$ cat config.mk
export PLATFORM = sky130hd
export DESIGN_NAME = pong_state_reader
export DESIGN_NICKNAME = d
export VERILOG_FILES = /design/src/rtl/pong_state_reader.sv
export SDC_FILE = /design/constraint.sdc
export NUM_CORES = 1
export LEC_CHECK = 0
export CAP_MARGIN = 25
export CORE_MARGIN = 2
export CORE_UTILIZATION = 46
export CTS_BUF_LIST = sky130_fd_sc_hd__clkbuf_8
export DETAILED_ROUTE_END_ITERATION = 10
export GPL_ROUTABILITY_DRIVEN = 0
export PLACE_DENSITY = 0.73
export SLEW_MARGIN = 30
export SYNTH_ARGS = -nofsm -noshare
export SYNTH_HDL_FRONTEND = slang
export SYNTH_SLANG_ARGS = --single-unit
$ cat constraint.sdc
create_clock -name clk -period 2.4 [get_ports clk]
set_input_delay 0.6 -clock clk [delete_from_list [all_inputs] [get_ports clk]]
set_output_delay 0.6 -clock clk [all_outputs]
set_load 0.05 [all_outputs]
$ cat src/rtl/pong_state_reader.sv
// Steps a pong game core through its four fields, one field per game_clk period.
// Each frame of four bytes is published as a snapshot with a valid/ready handshake.
module pong_state_reader #(
    parameter int unsigned STEP_DIV = 16,
    parameter int unsigned SETTLE   = 2
) (
    input  logic        clk,
    input  logic        reset,
    input  logic        run,
    output logic        game_clk,
    output logic [1:0]  game_sel,
    input  logic [7:0]  game_data,
    output logic [7:0]  snap_ball_x,
    output logic [7:0]  snap_ball_y,
    output logic [7:0]  snap_left,
    output logic [7:0]  snap_right,
    output logic        snap_valid,
    input  logic        snap_ready,
    output logic        overrun,
    output logic [15:0] step_count
);

    localparam int unsigned CNT_W = (STEP_DIV > 2) ? $clog2(STEP_DIV) : 1;
    localparam int unsigned HALF  = STEP_DIV / 2;
    localparam logic [CNT_W-1:0] CNT_LAST   = CNT_W'(STEP_DIV - 1);
    localparam logic [CNT_W-1:0] CNT_SETTLE = CNT_W'(SETTLE);
    localparam logic [CNT_W-1:0] CNT_HALF   = CNT_W'(HALF);

    typedef enum logic {
        IDLE = 1'b0,
        STEP = 1'b1
    } state_t;

    state_t           state;
    state_t           state_next;
    logic [CNT_W-1:0] cnt;
    logic [CNT_W-1:0] cnt_next;
    logic             step_end_c;
    logic             capture_c;
    logic             frame_done_c;
    logic             load_c;
    logic             game_clk_next_c;

    // Bytes 0..2 of the frame in progress; byte 3 goes straight to the snapshot.
    logic [7:0] shadow_x;
    logic [7:0] shadow_y;
    logic [7:0] shadow_left;

    always_comb begin
        state_next      = state;
        cnt_next        = cnt;
        step_end_c      = 1'b0;
        capture_c       = 1'b0;
        case (state)
            IDLE: begin
                cnt_next = '0;
                if (run) begin
                    state_next = STEP;
                end
            end
            STEP: begin
                capture_c = (cnt == CNT_SETTLE);
                if (cnt == CNT_LAST) begin
                    step_end_c = 1'b1;
                    cnt_next   = '0;
                    if (!run) begin
                        state_next = IDLE;
                    end
                end else begin
                    cnt_next = cnt + CNT_W'(1);
                end
            end
        endcase
        frame_done_c    = capture_c && (game_sel == 2'd3);
        load_c          = frame_done_c && (!snap_valid || snap_ready);
        // game_clk is registered from the next phase so it never glitches.
        game_clk_next_c = (state_next == STEP) && (cnt_next < CNT_HALF);
    end

    always_ff @(posedge clk) begin
        if (reset) begin
            state      <= IDLE;
            cnt        <= '0;
            game_clk   <= 1'b0;
            game_sel   <= 2'd0;
            step_count <= 16'd0;
        end else begin
            state    <= state_next;
            cnt      <= cnt_next;
            game_clk <= game_clk_next_c;
            if (step_end_c) begin
                game_sel   <= game_sel + 2'd1;
                step_count <= step_count + 16'd1;
            end
        end
    end

    always_ff @(posedge clk) begin
        if (reset) begin
            shadow_x    <= 8'd0;
            shadow_y    <= 8'd0;
            shadow_left <= 8'd0;
        end else if (capture_c) begin
            case (game_sel)
                2'd0:    shadow_x    <= game_data;
                2'd1:    shadow_y    <= game_data;
                2'd2:    shadow_left <= game_data;
                default: ;
            endcase
        end
    end

    // Snapshot handshake: a frame arriving with an unconsumed snapshot is dropped.
    always_ff @(posedge clk) begin
        if (reset) begin
            snap_ball_x <= 8'd0;
            snap_ball_y <= 8'd0;
            snap_left   <= 8'd0;
            snap_right  <= 8'd0;
            snap_valid  <= 1'b0;
            overrun     <= 1'b0;
        end else begin
            if (load_c) begin
                snap_ball_x <= shadow_x;
                snap_ball_y <= shadow_y;
                snap_left   <= shadow_left;
                snap_right  <= game_data;
                snap_valid  <= 1'b1;
            end else if (frame_done_c) begin
                overrun <= 1'b1;
            end else if (snap_valid && snap_ready) begin
                snap_valid <= 1'b0;
            end
        end
    end

endmodule

## After elaboration in Yosys (flattened, before gate mapping)

Index checks and enable logic that the tools add are counted.

- Add/sub/neg operators: 3
- $lt $le $gt $ge: 1
- Equality and inequality tests: 6
- Muxes and demuxes: 11
- Bitwise gates (word level): 2
- Reductions and logical operators: 13

Operators with widths:

| operator | count |
|---|---|
| $add A16 B1 Y16 const B | 1 |
| $reduce_and A2 Y1 | 5 |
| $mux W1 | 8 |
| $pmux W4 S2 | 1 |
| $add A4 B1 Y4 const B | 1 |
| $eq A2 B2 Y1 const B | 2 |
| $eq A4 B2 Y1 const B | 1 |
| $eq A4 B4 Y1 const B | 1 |
| $logic_and A1 B1 Y1 | 4 |
| $lt A4 B4 Y1 const B | 1 |
| $mux W4 | 1 |
| $add A2 B1 Y2 const B | 1 |
| $eq A2 B1 Y1 const B | 1 |
| $logic_not A2 Y1 | 1 |
| $ne A2 B1 Y1 const B | 1 |
| $not A1 Y1 | 2 |
| $pmux W1 S2 | 1 |
| $reduce_bool A2 Y1 | 1 |
| $logic_not A1 Y1 | 1 |
| $logic_or A1 B1 Y1 | 1 |

- Bits in registers: 82
- Bits of input ports: 12
- Output and inout port bits: 53
- Logic and storage cells: 50

## Logic depth before layout (Yosys ltp)

- Depth after elaboration: 6
- Gate-level depth with buffers: 8

## Worst setup path before layout

No wires, ideal clock.

- Path type: register to register
- Start point: reg step_count[2]
- End point: reg step_count[15]
- Library setup time: 0.070 ns
- Arrival: 1.803 ns
- Data required time: 2.330 ns
- Setup slack: 0.526 ns
- Cell stages (with the launch flop): 5
- Buffers on the path: 0
- Clock period less this slack: 1.874 ns
- Cells stage by stage: dfxtp_1 nand4_1 or3_4 or3_1 a21oi_1

- Cells in the longest elaborated chain, start to end: 1

RTL lines:

| element | RTL line | text |
|---|---|---|
| start, declared | 20 | `output logic [15:0] step_count` |
| start signal, assigned | 93 | `step_count <= step_count + 16'd1;` |
| $add A16 B1 Y16 | 93 |  |

No other way between the ends.
A chain may end at the register's enable or synchronous reset.

## Final worst setup path

- Start point: reg step_count[2]
- End point: out step_count[2]

No word-level cell between the ends.

==> flow_metrics.tcl <==
set metrics [dict create \
    core_um2 6680 \
    fp.dieW_um 86.5 \
    area.growth.synth_to_final_pct 30.2 \
    max_freq_mhz 441 \
    min_to "snap_ball_x[7]" \
    dpl_cell_area_um2 3820 \
    cts_buffers 9 \
    antenna_left 0 \
    worst-slew-pin-transition_ns 0.535 \
    clk_path_buf_depth 2 \
    dp_hpwl_um 4550 \
    cp_num_cells 1 \
    crit_type "reg2out" \
    cts-root-buf "clkbuf_8" \
    hold_violations 0 \
    fin_cells 519 \
    port_buffers 64 \
    setup_ws_ns 0.133 \
    grt_pass1_vias 2436 \
    worst_setup_path_start_kind "flop" \
    avgRoutedWirePerCell_um 13.5 \
    period_share_pct 94.5 \
    tns_ns 0 \
    ys_seq_area_share_pct 52.4 \
    regToRegEndpoint "step_count[11]" \
    nets 453 \
    grt_remaining_overflow 0 \
    p_leak_nw 1.34 \
    rows 30 \
    path_delay_family "buffers and inverters" \
    period_needed_ns 2.27 \
    rsz0062_at_grt "false" \
    drt-vias-per-instance 5.27 \
    postCtsHoldBufs 0 \
    grt.total_usage_pct 19.4 \
    status "finished, final reports clean" \
    cts_setup_buffers 0 \
    cp_slowest_cell "clkdlybuf4s50_1" \
    worstSetupEndpointType "output port" \
    via_count 2733 \
    syn_nets 398 \
    cp_max_fo 7 \
    grt_pass1_wl_um 11400 \
    crit_arrival_ns 1.67 \
    io_pins 65 \
    synth.distinct_cells 30 \
    worst-path-buf-inv 1 \
    r2r_cells 5 \
    postLayoutCellArea_um2 4080 \
    cts_tree "done" \
    cts.repair.resized 0 \
    netlist_area_um2 3130 \
    clk_pin_slew_ns 0.08 \
    fp.dieH_um 86.5 \
    drt_iter0_drc 174 \
    cap_violations 0 \
    grt_max_degree 73 \
    finalSetupViolations 0 \
    die-area_um2 7480 \
    p_total_mw 2.66 \
    worst_r2r_startpoint "cnt[0]" \
    max_stage_delay_ns 0.86 \
    initial_core_util_pct 46.9 \
    htree_levels 3 \
    hp-class "reg2reg" \
    synth.avg_cell_area_um2 8.26 \
    crit_chain "clkdlybuf4s50_1" \
    antenna_found_initial 0 \
    drtPass1Iterations 5 \
    syn-instance-count 379 \
    drc_errors 0 \
    hold_depth 2 \
    drt-total-wl_um 6990 \
    fin_skew_ns 0.00803 \
    numPlacedInstances 503 \
    cts_sinks 82 \
    required_ns 1.80 \
    worst-r2r-setup-slack_ns 0.54 \
    hp-start "shadow_x[7]" \
    ir_worst_vdd_mv 0.305 \
    pre_cts_ws_ns 0.447 \
    slew_headroom_pct 64.2 \
    drive_gt1_share_pct 6.15 \
    power.density_nw_per_um2 653 \
    slew_viol_final 0 \
    clock_insertion_delay_worst_skew_ns 0.35 \
    yosysWarnings 0 \
    antenna_cells 0 \
    ys_seq_elements 82 \
]
==> worst reg2reg max path, cell delays in order, from the launching register on <==
cell and delay, ns:
dfxtp_1 0.37, ha_1 0.29, nand4_4 0.18, or3_4 0.46, or3_1 0.35, a21oi_1 0.15
==> cells in the mapped netlist, drive strengths merged <==
cell type	instances	area share, %
clkbuf	16	1.9
and3	1	0.20
nor3	1	0.16
buf	8	1.2
nand3	31	5.1
a21oi	66	11
nand2	103	12
inv	4	0.48
nand4	8	2.1
xor2	6	1.7
nor4	2	0.40
and4bb	1	0.40
nor2	16	1.9
o21ai	5	0.80
dfxtp	82	52
and2	3	0.60
o21ba	1	0.32
nand2b	1	0.20
xnor2	6	1.7
or3	6	1.4
ha	7	2.8
or2	1	0.20
o21a	1	0.24
and4	3	0.88
==> routing by layer <==
metal / global-route usage, % / share of wire [%]
met1: 25.5 / 48
met2: 30.6 / 45
met3: 4.57 / 5.1
met4: 8.24 / 1.7
met5: 0 / 0
==> layout make-up <==
type / count / area [µm²]
fillers: 574 / 2610
flip-flops and latches: 82 / 1640
multi-input cells: 269 / 1380
repair buffers: 68 / 691
clock buffers: 11 / 151
clock inverters: 5 / 101
well taps: 80 / 100
inverters: 4 / 15.0
==> worst max-delay path by stage <==
stage	to	slack (ns)	start
floorplan	step_count[15]	0.53	step_count[2]
global placement	snap_left[4]	0.49	snap_ready
detailed placement	snap_right[2]	0.45	snap_ready
CTS	step_count[2]	0.11	step_count[2]
global route	step_count[2]	0.06	step_count[2]
finish	step_count[2]	0.13	step_count[2]
==> flip-flops by register name (all words and copies together), names as in the netlist <==
| name | flops |
|---|---|
| cnt | 4 |
| snap_ball_y | 8 |
| snap_valid | 1 |
| state | 1 |
| step_count | 16 |
| shadow_left | 8 |
| shadow_x | 8 |
| snap_left | 8 |
| shadow_y | 8 |
| overrun | 1 |
| game_sel | 2 |
| snap_right | 8 |
| snap_ball_x | 8 |
| game_clk | 1 |
==> stage by stage <==
step	utilization, %	hold slack [ns]
final	61.0	0.455
after global routing	61.0	0.475
after global placement	57.2	0.439
after detailed placement	57.2	0.444
after CTS	61.0	0.452
after floorplan	-	0.430
==> report_power, final <==
| group | switching, mW | internal (mW) | leakage [nW] | total, mW |
|---|---|---|---|---|
| sequential | 0.00372 | 1.36 | 0.661 | 1.37 |
| clock | 0.482 | 0.744 | 0.127 | 1.23 |
| combinational | 0.0432 | 0.0251 | 0.553 | 0.0683 |
| total | 0.529 | 2.13 | 1.34 | 2.66 |
==> cells in the final DEF, fill, tap and decap left out <==
cell             netlist  final
nand4_1                7      7
and4_1                 2      2
o21ai_0                5      5
and4_2                 1      1
nor3_1                 1      1
nand2_1              103    103
buf_4                  1      2
clkbuf_8               0     11
nand4_4                1      1
or3_1                  5      5
buf_2                  4      1
o21ba_2                1      1
nor2_1                16     16
or3_4                  1      1
a21oi_1               66     66
inv_1                  4      5
nand3_2                1      1
clkdlybuf4s50_1        0     63
ha_1                   7      7
or2_2                  1      1
and3_1                 1      1
bufinv_16              0      3
xnor2_1                6      6
xor2_1                 6      6
o21a_1                 1      1
clkinvlp_4             0      1
buf_12                 0      2
and2_1                 3      3
nor4_1                 2      2
nand3_1               30     30
nand2b_1               1      1
dfxtp_1               82     82
and4bb_2               1      1
==> cell families after synthesis <==
family	after synthesis	share of synthesized area (%)
compound gates	73	11.9
fa+ha+maj	7	2.80
flops	82	52.4
xor+xnor	12	3.36
buf+inv	28	3.64
simple gates	177	25.9
Power figures use the tool's default switching activity.
